`src/rtl/scu_apb_reg_bus_initiator.sv`:
```
// rtl/scu_apb_reg_bus_initiator.sv - APB4 completer mastering the SCU register bus
// One APB transfer yields exactly one register-bus access, bounded by a ready timeout.
module scu_apb_reg_bus_initiator #(
  parameter int unsigned P_BUS_ADDR_WIDTH = 24,
  parameter int unsigned P_RESPONSE_WIDTH = 3,
  parameter int unsigned P_TIMEOUT_CYCLES = 255,
  parameter int unsigned P_ERR_CNT_WIDTH  = 16
) (
  input  logic                        clk_i,
  input  logic                        resetn_i,
  input  logic                        psel_i,
  input  logic                        penable_i,
  input  logic                        pwrite_i,
  input  logic [31:0]                 paddr_i,
  input  logic [31:0]                 pwdata_i,
  input  logic [3:0]                  pstrb_i,
  output logic [31:0]                 prdata_o,
  output logic                        pready_o,
  output logic                        pslverr_o,
  output logic                        bus_csb_o,
  output logic                        bus_wr_o,
  output logic [P_BUS_ADDR_WIDTH-1:0] bus_address_o,
  output logic [31:0]                 bus_write_data_o,
  output logic [3:0]                  bus_byte_en_o,
  input  logic [31:0]                 bus_read_data_i,
  input  logic                        bus_ready_i,
  input  logic [P_RESPONSE_WIDTH-1:0] bus_response_i,
  output logic                        timeout_o,
  output logic [P_ERR_CNT_WIDTH-1:0]  err_cnt_o
);

  typedef enum logic [1:0] {
    S_IDLE,
    S_REQ,
    S_RSP,
    S_ACK
  } state_e;

  localparam bit          TMO_EN     = (P_TIMEOUT_CYCLES != 0);
  localparam int unsigned TMO_LAST_I = TMO_EN ? (P_TIMEOUT_CYCLES - 1) : 0;
  localparam logic [15:0] TMO_LAST   = TMO_LAST_I[15:0];
  localparam logic [31:0] TMO_RDATA  = 32'hDEAD_DEAD;

  state_e                      state_q;
  logic [15:0]                 tmo_cnt_q;
  logic [31:0]                 prdata_q;
  logic                        pready_q;
  logic                        pslverr_q;
  logic                        csb_q;
  logic                        wr_q;
  logic [P_BUS_ADDR_WIDTH-1:0] addr_q;
  logic [31:0]                 wdata_q;
  logic [3:0]                  be_q;
  logic                        timeout_q;
  logic [P_ERR_CNT_WIDTH-1:0]  err_cnt_q;
  logic [P_ERR_CNT_WIDTH-1:0]  err_cnt_d;
  logic                        tmo_hit;

  assign err_cnt_d = (err_cnt_q == {P_ERR_CNT_WIDTH{1'b1}}) ? err_cnt_q
                                                             : err_cnt_q + 1'b1;
  assign tmo_hit   = TMO_EN && (tmo_cnt_q == TMO_LAST);

  generate
    if (P_BUS_ADDR_WIDTH < 32) begin : g_addr_unused
      logic unused_paddr_hi;
      assign unused_paddr_hi = ^paddr_i[31:P_BUS_ADDR_WIDTH];
    end
  endgenerate

  always_ff @(posedge clk_i or negedge resetn_i) begin
    if (!resetn_i) begin
      state_q   <= S_IDLE;
      tmo_cnt_q <= '0;
      prdata_q  <= '0;
      pready_q  <= 1'b0;
      pslverr_q <= 1'b0;
      csb_q     <= 1'b1;
      wr_q      <= 1'b0;
      addr_q    <= '0;
      wdata_q   <= '0;
      be_q      <= '0;
      timeout_q <= 1'b0;
      err_cnt_q <= '0;
    end else begin
      pready_q  <= 1'b0;
      timeout_q <= 1'b0;
      unique case (state_q)
        S_IDLE: begin
          if (psel_i && !penable_i) begin
            wr_q    <= pwrite_i;
            addr_q  <= paddr_i[P_BUS_ADDR_WIDTH-1:0];
            wdata_q <= pwdata_i;
            be_q    <= pwrite_i ? pstrb_i : 4'hF;
            csb_q   <= 1'b0;
            state_q <= S_REQ;
          end
        end
        S_REQ: begin
          if (bus_ready_i) begin
            csb_q   <= 1'b1;
            state_q <= S_RSP;
          end else if (tmo_hit) begin
            // Slave never accepted: abandon the request and fail the APB transfer.
            csb_q     <= 1'b1;
            timeout_q <= 1'b1;
            pready_q  <= 1'b1;
            pslverr_q <= 1'b1;
            prdata_q  <= TMO_RDATA;
            state_q   <= S_ACK;
          end else begin
            tmo_cnt_q <= tmo_cnt_q + 16'd1;
          end
        end
        S_RSP: begin
          pready_q  <= 1'b1;
          pslverr_q <= (bus_response_i != '0);
          prdata_q  <= wr_q ? 32'h0 : bus_read_data_i;
          state_q   <= S_ACK;
        end
        S_ACK: begin
          if (pslverr_q) begin
            err_cnt_q <= err_cnt_d;
          end
          pslverr_q <= 1'b0;
          prdata_q  <= '0;
          addr_q    <= '0;
          wdata_q   <= '0;
          be_q      <= '0;
          tmo_cnt_q <= '0;
          state_q   <= S_IDLE;
        end
        default: state_q <= S_IDLE;
      endcase
    end
  end

  assign prdata_o         = prdata_q;
  assign pready_o         = pready_q;
  assign pslverr_o        = pslverr_q;
  assign bus_csb_o        = csb_q;
  assign bus_wr_o         = wr_q;
  assign bus_address_o    = addr_q;
  assign bus_write_data_o = wdata_q;
  assign bus_byte_en_o    = be_q;
  assign timeout_o        = timeout_q;
  assign err_cnt_o        = err_cnt_q;

endmodule

```
`config.mk`:
```
export PLATFORM = sky130hd
export DESIGN_NAME = scu_apb_reg_bus_initiator
export DESIGN_NICKNAME = d
export VERILOG_FILES = /design/src/rtl/scu_apb_reg_bus_initiator.sv
export SDC_FILE = /design/constraint.sdc
export NUM_CORES = 1
export LEC_CHECK = 0
export BUFFER_PORTS_ARGS = -buffer_cell sky130_fd_sc_hd__buf_2
export CORE_ASPECT_RATIO = 0.7
export CORE_UTILIZATION = 25
export CTS_CLUSTER_DIAMETER = 50
export DETAILED_ROUTE_END_ITERATION = 6
export HOLD_SLACK_MARGIN = 0.15
export PLACE_DENSITY = 0.58
export SETUP_SLACK_MARGIN = 0.5
export SYNTH_ARGS = -nofsm -noshare
export SYNTH_HDL_FRONTEND = slang
export SYNTH_SLANG_ARGS = --single-unit
```
`constraint.sdc`:
```
create_clock -name clk_i -period 2.9 [get_ports clk_i]
set_clock_uncertainty 0.1 [all_clocks]
set_input_delay 0.29 -clock clk_i [delete_from_list [all_inputs] [get_ports clk_i]]
set_output_delay 0.29 -clock clk_i [all_outputs]
set_load 0.005 [all_outputs]
```
==> results.sh, run 1 <==
export IMPL_outcome="finished, final reports clean"
export IMPL_pwr_share_clk_pct=26.5
export IMPL_synth_xor_xnor_area_share_pct=2.18
export IMPL_yosysTopAreaCell="dfrtp_1"
export IMPL_grt_max_degree=61
export IMPL_synth_common_cells="dfrtp_1, a22o_1, clkbuf_1"
export IMPL_ant_nets=0
export IMPL_synthAdderAreaFrac_pct=1.66
export IMPL_crit_top_cell="or4b_1"
export IMPL_grt_pass1_vias=5469
export IMPL_drive_above_1_share_pct=32.7
export IMPL_slowest_stage="or4b_1"
export IMPL_overflow=0
export IMPL_required_ns=3.09
export IMPL_synth_compound_area_share_pct=23.9
export IMPL_synth_cell_area_um2=6020
export IMPL_synth_fp_nets=648
export IMPL_p_leak_nw=4.54
export IMPL_worstHoldPathCells=3
export IMPL_portBuffers=213
export IMPL_critical_path_class="flip-flop to flip-flop"
export IMPL_arrival_ns=2.47
export IMPL_cpLargestDelayFamily="simple AND/OR/NAND/NOR gates"
export IMPL_postSynthAreaPerCell_um2=11.3
export IMPL_fillerInstances=2320
export IMPL_setup_tns_ns=0
export IMPL_min_period_over_period_pct=78.3
export IMPL_fp_dieArea_um2=24700
export IMPL_cts_tree="done"
export IMPL_cap_viol_max_count=0
export IMPL_grt_pass1_wl_mm=29.6
export IMPL_cts_buffers=17
export IMPL_placed_area_um2=7530
export IMPL_powerDensity_nw_per_um2=903
export IMPL_die_w_um=187
export IMPL_grtUsageTotal_pct=15.0
export IMPL_finalSetupViolCount=0
export IMPL_vias=5664
export IMPL_yosysSeqAreaShare_pct=54.5
export IMPL_register_area_um2=3280
export IMPL_p_int_mw=5.32
export IMPL_tightestPinTransition_ns=0.848
export IMPL_synth_edff_count=0
export IMPL_rsz0062_at_grt="no"
export IMPL_worstRegToRegCells=6
export IMPL_synth_top_area_share_pct=54.1
export IMPL_htreeDepth=4
export IMPL_clkSinkCount=131
export IMPL_min_period_ns=2.27
export IMPL_design_core_area_um2=23600
export IMPL_start_util_pct=25.5
export IMPL_muxShareOfSynthArea_pct=0.624
export IMPL_syn_inst=531
export IMPL_fp_dieH_um=132
export IMPL_p_sw_share_pct=35.5
export IMPL_fin_util_pct=38.6
export IMPL_dr_pass1_iters=5
export IMPL_multi_input_area_um2=2540
export IMPL_yosysMostFrequentCell="dfrtp_1"
export IMPL_synth_top_family_by_area="compound AO/OA/AOI/OAI gates"
export IMPL_drv_slew=0
export IMPL_nets=957
export IMPL_antenna_found_initial=1
export IMPL_final_area_um2=9130
export IMPL_drt_total_wl_mm=18.3
export IMPL_yosysUniqueCellTypes=60
export IMPL_wire_per_inst_um=15.6
export IMPL_critPathMaxFanout=8
export IMPL_yosys_most_used_dff="dfrtp_1"
export IMPL_cts_root_buf="clkbuf_16"
export IMPL_p_seq_share_pct=34.1
export IMPL_share_comb_of_total_power_pct=39.4
export IMPL_async_flop_share_pct=100
export IMPL_area_growth_pct=51.8
export IMPL_cp_depth=6
export IMPL_io_pins=222
export IMPL_crit_buf_inv=1
export IMPL_slew_headroom_pct=43.1
export IMPL_cpPeakStageDelay_ns=0.55
export IMPL_vias_per_cell=4.84
export IMPL_clk_pin_slew_worst_paths_ns=0.06
export IMPL_hold_class="input port to flip-flop"
export IMPL_max_freq_ghz=0.440
export IMPL_worstSkewPairLatency_ns=0.42
export IMPL_yosys_warnings=0
export IMPL_ys_seq_elements=131
export IMPL_drtIter0Drc=396
export IMPL_synth_simple_area_share_pct=13.3
export IMPL_path_cells="inv_1 > ha_1 > or4b_1 > o311ai_2 > or4b_1 > nand3_1"
export IMPL_fp_row_count=47
export IMPL_peakVddDrop_mv=0.418
export IMPL_hpwl_mm=11.6
export IMPL_p_sw_mw=2.93
export IMPL_hold_violations=0
export IMPL_critPathCaptureType="flip-flop"
export IMPL_clock_path_buffers=2
export IMPL_ys_top_cells_by_area="dfrtp_1, a22o_1, a2bb2oi_1"
export IMPL_gp_congestion=0.791
export IMPL_startpoint_type="flip-flop"
export IMPL_drc=0
## registers in the layout (all words and copies together), names as in the netlist, 2 cells and up
| register | flops |
|---|---|
| state_q | 2 |
| tmo_cnt_q | 16 |
| bus_byte_en_o | 4 |
| prdata_o | 32 |
| bus_write_data_o | 32 |
| err_cnt_o | 16 |
| bus_address_o | 24 |
## cells in the final DEF (no fill, tap or decap), types with 3 or more instances in the layout
master,count
ha_1,8
nand3_1,26
nand4b_1,4
a32oi_1,3
nor4_1,11
o311ai_0,3
nor2_1,11
nor2b_1,4
dfrtp_1,130
and4_1,3
a22oi_1,4
a22o_1,60
o211ai_1,3
clkinvlp_4,4
nor3_1,6
buf_4,17
o31ai_1,22
inv_1,14
a2bb2oi_1,20
buf_2,212
bufinv_16,3
nand2_1,33
a21o_1,19
xor2_1,13
and3_1,4
nand4_1,13
a32o_1,10
buf_12,4
a21oi_1,8
nand2b_1,8
o21ai_0,5
dlygate4sd3_1,99
clkbuf_16,17
## per-layer routing
layer / GRT usage (%) / routed length, µm
met5: 0 / 0
met4: 3.84 / 129
met3: 4.92 / 1270
met2: 22.0 / 8230
met1: 21.3 / 8690
## power by group through the flow
stage          clock, mW  combinational, mW  sequential (mW)
5_1_grt             2.33               3.61             2.90
3_5_place_dp           0               3.17             2.83
4_1_cts             2.24               3.29             2.81
6_report            2.18               3.25             2.82
3_3_place_gp           0               3.13             2.82
2_1_floorplan          0               1.86             2.84
## worst paths after layout
check / to / from / slack [ns]
hold / removal: prdata_o[31] / bus_ready_i / 0.22
hold reg to reg: bus_csb_o / bus_csb_o / 0.38
max in group asynchronous: bus_csb_o / resetn_i / 1.66
setup reg to reg: tmo_cnt_q[15] / tmo_cnt_q[0] / 0.63
min in group asynchronous: err_cnt_o[5] / resetn_i / 0.28
setup / recovery: tmo_cnt_q[15] / tmo_cnt_q[0] / 0.63
## cell families (layout without fill, tap and decap cells)
kind of cell	Yosys count	in the layout
other cells	0	1
fa+ha+maj	8	8
flops	131	131
simple gates	142	142
buf+inv	57	378
mux	3	3
compound gates	175	175
xor+xnor	15	15
## timing repair
| action | 4_1_cts | 5_1_grt |
|---|---|---|
| setup buffers | 2 | 0 |
| pin swaps | 1 | 0 |
| gates resized for setup | 0 | 1 |
| hold buffers | 98 | 1 |
| endpoints found under the setup margin | 34 | 7 |
| hold endpoints to repair | 141 | 1 |
## tightest hold or removal path: cells and delay by family
kind	cells	cell delay, ns
buf+inv	1	0.17
compound gates	2	0.22
## through the flow
step | total power [mW] | hold slack [ns] | setup slack, ns | cells
floorplan | 4.70 | -0.106 | 0.843 | 531
global placement | 5.95 | 0.169 | 0.468 | 1038
detailed placement | 6.00 | 0.171 | 0.480 | 1038
CTS | 8.34 | 0.151 | 0.611 | 1169
global route | 8.83 | 0.217 | 0.518 | 1171
finish | 8.25 | 0.220 | 0.628 | 1171
## cell type report
class / instances / area share [%]
Sequential cell: 131 / 35.9
Timing Repair Buffer: 333 / 24.9
Antenna cell: 1 / 0.0274
Inverter: 14 / 0.575
Clock buffer: 19 / 4.74
Multi-Input combinational cell: 343 / 27.8
Tap cell: 318 / 4.36
Clock inverter: 12 / 1.71
Power figures use the tool's default switching activity.
==> run 2, diff against run 1 <==
==> constraint.sdc (replaced) <==
create_clock -name clk_i -period 2.19 [get_ports clk_i]
set_clock_uncertainty 0.1 [all_clocks]
set_input_delay 0.219 -clock clk_i [delete_from_list [all_inputs] [get_ports clk_i]]
set_output_delay 0.219 -clock clk_i [all_outputs]
set_load 0.005 [all_outputs]
==> results.sh, run 2 (synthesis gave the netlist of run 1 again) <==
export IMPL_outcome="finished, final reports clean"
export IMPL_pwr_share_clk_pct=20.3
export IMPL_gp_congestion=0.794
export IMPL_fp_dieArea_um2=24700
export IMPL_critPathMaxFanout=7
export IMPL_antenna_found_initial=0
export IMPL_cpLargestDelayFamily="simple AND/OR/NAND/NOR gates"
export IMPL_crit_end="prdata_o[6]"
export IMPL_peakVddDrop_mv=0.598
export IMPL_max_freq_ghz=0.480
export IMPL_arrival_ns=2.28
export IMPL_required_ns=2.39
export IMPL_register_area_um2=3290
export IMPL_slew_headroom_pct=64.5
export IMPL_finalSetupViolCount=0
export IMPL_final_cell_mix="buf_2, dfrtp_1, dlygate4sd3_1, a22o_1, buf_4"
export IMPL_grtUsageTotal_pct=17.5
export IMPL_p_sw_mw=5.07
export IMPL_min_period_ns=2.08
export IMPL_dr_pass1_iters=5
export IMPL_tightestPinTransition_ns=0.533
export IMPL_htreeDepth=4
export IMPL_cp_depth=7
export IMPL_p_sw_share_pct=35.8
export IMPL_startpoint_type="flip-flop"
export IMPL_portBuffers=213
export IMPL_wire_per_inst_um=18.4
export IMPL_min_period_over_period_pct=95.1
export IMPL_final_common_cell="buf_2"
export IMPL_cap_viol_max_count=0
export IMPL_drt_total_wl_mm=23.1
export IMPL_r2r_end="prdata_o[6]"
export IMPL_crit_buf_inv=2
export IMPL_critical_path_class="flip-flop to flip-flop"
export IMPL_rsz0062_at_grt="yes"
export IMPL_vias_per_cell=4.93
export IMPL_crit_start="tmo_cnt_q[0]"
export IMPL_final_area_um2=11000
export IMPL_critPathCaptureType="flip-flop"
export IMPL_cts_hold_buf=101
export IMPL_multi_input_area_um2=3160
export IMPL_slowest_stage="or4b_4"
export IMPL_hold_violations=0
export IMPL_drc=0
export IMPL_clk_pin_slew_worst_paths_ns=0.06
export IMPL_powerDensity_nw_per_um2=1290
export IMPL_diodes=0
export IMPL_grt_max_degree=52
export IMPL_hpwl_mm=11.4
export IMPL_drv_slew=0
export IMPL_hold_class="input port to flip-flop"
export IMPL_nets=1040
export IMPL_ant_nets=0
export IMPL_vias=6181
export IMPL_clkSinkCount=131
export IMPL_worstRegToRegCells=7
export IMPL_cpPeakStageDelay_ns=0.52
export IMPL_placed_area_um2=7750
export IMPL_overflow=0
export IMPL_area_growth_pct=83.1
export IMPL_share_comb_of_total_power_pct=53.4
export IMPL_drtIter0Drc=422
export IMPL_start_util_pct=25.5
export IMPL_fillerInstances=2108
export IMPL_fp_row_count=47
export IMPL_io_pins=222
export IMPL_drive_above_1_share_pct=47.6
export IMPL_setup_tns_ns=0
export IMPL_path_cells="inv_1 > ha_2 > or4b_4 > nor3_4 > a31oi_4 > buf_6 > a32o_2"
export IMPL_clock_path_buffers=2
export IMPL_grt_pass1_vias=6128
export IMPL_regToRegSetupSlack_ns=0.11
export IMPL_die_w_um=187
export IMPL_p_seq_share_pct=26.3
export IMPL_p_leak_nw=5.27
export IMPL_reg2reg_from="tmo_cnt_q[0]"
export IMPL_p_int_mw=9.09
export IMPL_cts_root_buf="clkbuf_16"
export IMPL_cts_tree="done"
export IMPL_cts_buffers=17
export IMPL_design_core_area_um2=23600
export IMPL_grt_pass1_wl_mm=33.9
export IMPL_fp_dieH_um=132
export IMPL_worstSkewPairLatency_ns=0.41
-- run 2: cell count changes in the layout (fill, tap and decap cells not counted), sizes merged --
cell / delta
buf: +71
clkbuf: +10
bufbuf: +2
dlygate4sd3: +2
bufinv: -1
diode: -1
-- run 2: power groups by stage --
stage          sequential (mW)  clock (mW)  combinational [mW]
4_1_cts                   3.69        2.94                6.52
5_1_grt                   3.82        3.07                8.04
2_1_floorplan             3.76           0                2.55
6_report                  3.73        2.87                7.57
3_5_place_dp              3.73           0                4.39
3_3_place_gp              3.72           0                4.36
-- run 2: worst min-delay path by stage --
stage	from	end	slack, ns	cells past startpoint
after global placement	resetn_i	err_cnt_o[5]	0.12	1
after CTS	penable_i	bus_csb_o	0.13	5
final	penable_i	bus_csb_o	0.15	5
after global routing	penable_i	bus_csb_o	0.13	5
after detailed placement	resetn_i	err_cnt_o[5]	0.12	1
after floorplan	resetn_i	bus_address_o[0]	-0.18	0
-- run 2: timing repair --
action / in CTS / in global routing
endpoints found under the hold margin: 228 / 1
cloned: 15 / 10
pin swaps: 37 / 70
resized for setup: 83 / 76
setup endpoints to repair: 128 / 129
buffers inserted: 28 / 18
-- run 2: worst register-to-register path, stage by stage, from the launching register on --
cell     delay [ns]
dfrtp_1        0.38
inv_1          0.06
ha_2           0.21
or4b_4         0.52
nor3_4         0.17
a31oi_4        0.13
buf_6          0.16
a32o_2         0.24
-- run 2: per-stage QoR --
stage | util (%) | setup slack (ns) | hold slack [ns] | cells | power, mW
global placement | 32.8 | 0.125 | 0.122 | 1050 | 8.07
global route | 46.6 | 0.0306 | 0.133 | 1254 | 14.9
floorplan | - | 0.135 | -0.177 | 531 | 6.31
detailed placement | 32.8 | 0.101 | 0.124 | 1050 | 8.12
CTS | 43.4 | 0.123 | 0.129 | 1226 | 13.1
finish | 46.6 | 0.108 | 0.147 | 1254 | 14.2
-- run 2: cell type report --
class / count / area share [%]
well taps: 318 / 3.61
clock buffers: 21 / 4.18
inverters: 14 / 0.477
clock inverters: 11 / 1.15
repair buffers: 416 / 32.1
flip-flops and latches: 131 / 29.9
multi-input cells: 343 / 28.7
-- run 2: metal layers --
layer	vias to the layer above	wire, µm	track usage, %
met5	-	0	0
met4	0	329	4.61
met3	28	1370	4.18
met2	218	10600	26.9
met1	3093	10800	24.7
li1	2842	-	-
==> run 3, diff against run 2 <==
==> constraint.sdc (replaced) <==
create_clock -name clk_i -period 2.19 [get_ports clk_i]
set_clock_uncertainty 0.1 [all_clocks]
set_input_delay 0.219 -clock clk_i [delete_from_list [all_inputs] [get_ports clk_i]]
set_output_delay 0.219 -clock clk_i [all_outputs]
set_load 0.1 [all_outputs]
==> results.sh, run 3 (synthesis gave the netlist of run 1 again) <==
export IMPL_required_ns=2.40
export IMPL_final_area_um2=11300
export IMPL_drt_total_wl_mm=23.0
export IMPL_fin_util_pct=47.7
export IMPL_critical_path_class="flip-flop to flip-flop"
export IMPL_grt_busiest_layer="met2"
export IMPL_htreeDepth=4
export IMPL_cap_viol_max_count=0
export IMPL_overflow=0
export IMPL_area_growth_pct=87.3
export IMPL_post_place_ws_ns=0.155
export IMPL_max_freq_ghz=0.489
export IMPL_grtUsageTotal_pct=18.7
export IMPL_nets=1059
export IMPL_worstSkewPairLatency_ns=0.43
export IMPL_worst_slack_ns=0.144
export IMPL_clock_path_buffers=2
export IMPL_ant_nets=0
export IMPL_arrival_ns=2.25
export IMPL_reg2reg_from="tmo_cnt_q[0]"
export IMPL_fp_dieArea_um2=24700
export IMPL_peakVddDrop_mv=1.45
export IMPL_critPathCaptureType="flip-flop"
export IMPL_setup_tns_ns=0
export IMPL_min_delay_start="penable_i"
export IMPL_hold_class="input port to flip-flop"
export IMPL_cts_tree="done"
export IMPL_drive_above_1_share_pct=51.0
export IMPL_grt_max_degree=51
export IMPL_slowest_stage="or4b_4"
export IMPL_final_cell_mix="buf_2, dfrtp_1, dlygate4sd3_1, a22o_1, buf_4"
export IMPL_rsz0062_at_grt="yes"
export IMPL_met3_usage_pct=4.63
export IMPL_hpwl_mm=11.8
export IMPL_min_period_ns=2.05
export IMPL_cpLargestDelayFamily="simple AND/OR/NAND/NOR gates"
export IMPL_dr_pass1_iters=4
export IMPL_cts_root_buf="clkbuf_16"
export IMPL_gp_congestion=0.798
export IMPL_vias_per_cell=4.95
export IMPL_use_met2_pct=30.6
export IMPL_clk_pin_slew_worst_paths_ns=0.06
export IMPL_p_total_mw=19.4
export IMPL_cpPeakStageDelay_ns=0.51
export IMPL_die_w_um=187
export IMPL_fp_dieH_um=132
export IMPL_io_pins=222
export IMPL_slew_headroom_pct=41.3
export IMPL_vias=6302
export IMPL_path_cells="inv_1 > ha_2 > or4b_4 > nor3_2 > a31oi_1 > buf_4 > a32o_1"
export IMPL_portBuffers=213
export IMPL_timing_hold_ws_ns=0.234
export IMPL_crit_buf_inv=2
export IMPL_placed_area_um2=7930
export IMPL_drc=0
export IMPL_cts_buffers=17
export IMPL_crit_start="tmo_cnt_q[0]"
export IMPL_grt_pass1_wl_mm=35.8
export IMPL_startpoint_type="flip-flop"
export IMPL_start_util_pct=25.5
export IMPL_instances_no_fill=1273
export IMPL_drv_slew=0
export IMPL_antenna_found_initial=0
export IMPL_diodes=0
export IMPL_grt_use_met1_pct=24.6
export IMPL_fp_row_count=47
export IMPL_drtIter0Drc=355
export IMPL_finalSetupViolCount=0
export IMPL_wire_per_inst_um=18.1
export IMPL_grt_pass1_vias=6374
export IMPL_design_core_area_um2=23600
export IMPL_p_leak_nw=5.32
export IMPL_critPathMaxFanout=14
export IMPL_outcome="finished, final reports clean"
export IMPL_min_period_over_period_pct=93.4
export IMPL_placedCellCount=1058
export IMPL_hold_violations=0
export IMPL_powerDensity_nw_per_um2=1720
export IMPL_clkSinkCount=131
export IMPL_final_common_cell="buf_2"
export IMPL_tightestPinTransition_ns=0.880
[run 3: changes by cell type in the layout (fill, tap and decap cells not counted), moves of 6 or more]
cell and change:
buf_2 -7, dfrtp_4 +14, dfrtp_1 -11, buf_4 +16, clkbuf_16 -8, buf_16 +6
buf_6 +7
[run 3: repair_timing]
item                                    4_1_cts  5_1_grt
endpoints found under the setup margin      131      156
pin swaps                                    52       37
buffers inserted                             46       16
resized for setup                           120       45
endpoints found under the hold margin       224        0
cloned                                       18        0
hold buffers                                103        0
[run 3: area by class of cell]
class / count / area, µm²
inverter: 14 / 57.6
clock buffer: 18 / 429
multi-input combinational: 343 / 3220
clock inverter: 14 / 145
fill: 2088 / 12400
timing repair buffer: 435 / 3680
tap: 318 / 398
sequential: 131 / 3340
[run 3: power breakdown]
| group | total (mW) | internal (mW) | switching [mW] |
|---|---|---|---|
| Clock | 2.82 | 1.60 | 1.22 |
| Sequential | 3.82 | 3.23 | 0.590 |
| Combinational | 12.8 | 4.22 | 8.57 |
| Total | 19.4 | 9.05 | 10.4 |
[run 3: worst min-delay path, cell delays in order]
cell and delay [ns]:
buf_2 0.11, o21ai_4 0.06, buf_4 0.14, o21ai_2 0.07, buf_4 0.12, a21oi_2 0.05
[run 3: path summary, 6_finish.rpt]
check	slack, ns	depth (start not counted)	to
worst max-delay path	0.14	7	prdata_o[6]
min in group asynchronous	0.31	3	bus_byte_en_o[3]
max in group asynchronous	0.66	3	err_cnt_o[2]
worst max register to register	0.14	7	prdata_o[6]
worst min-delay path	0.23	6	bus_csb_o
worst min register to register	0.39	2	bus_csb_o
[run 3: routing by layer]
layer / wire (µm) / share of wire, %
met1: 10300 / 45
met2: 10900 / 47
met3: 1380 / 6.0
met4: 434 / 1.9
met5: 0 / 0
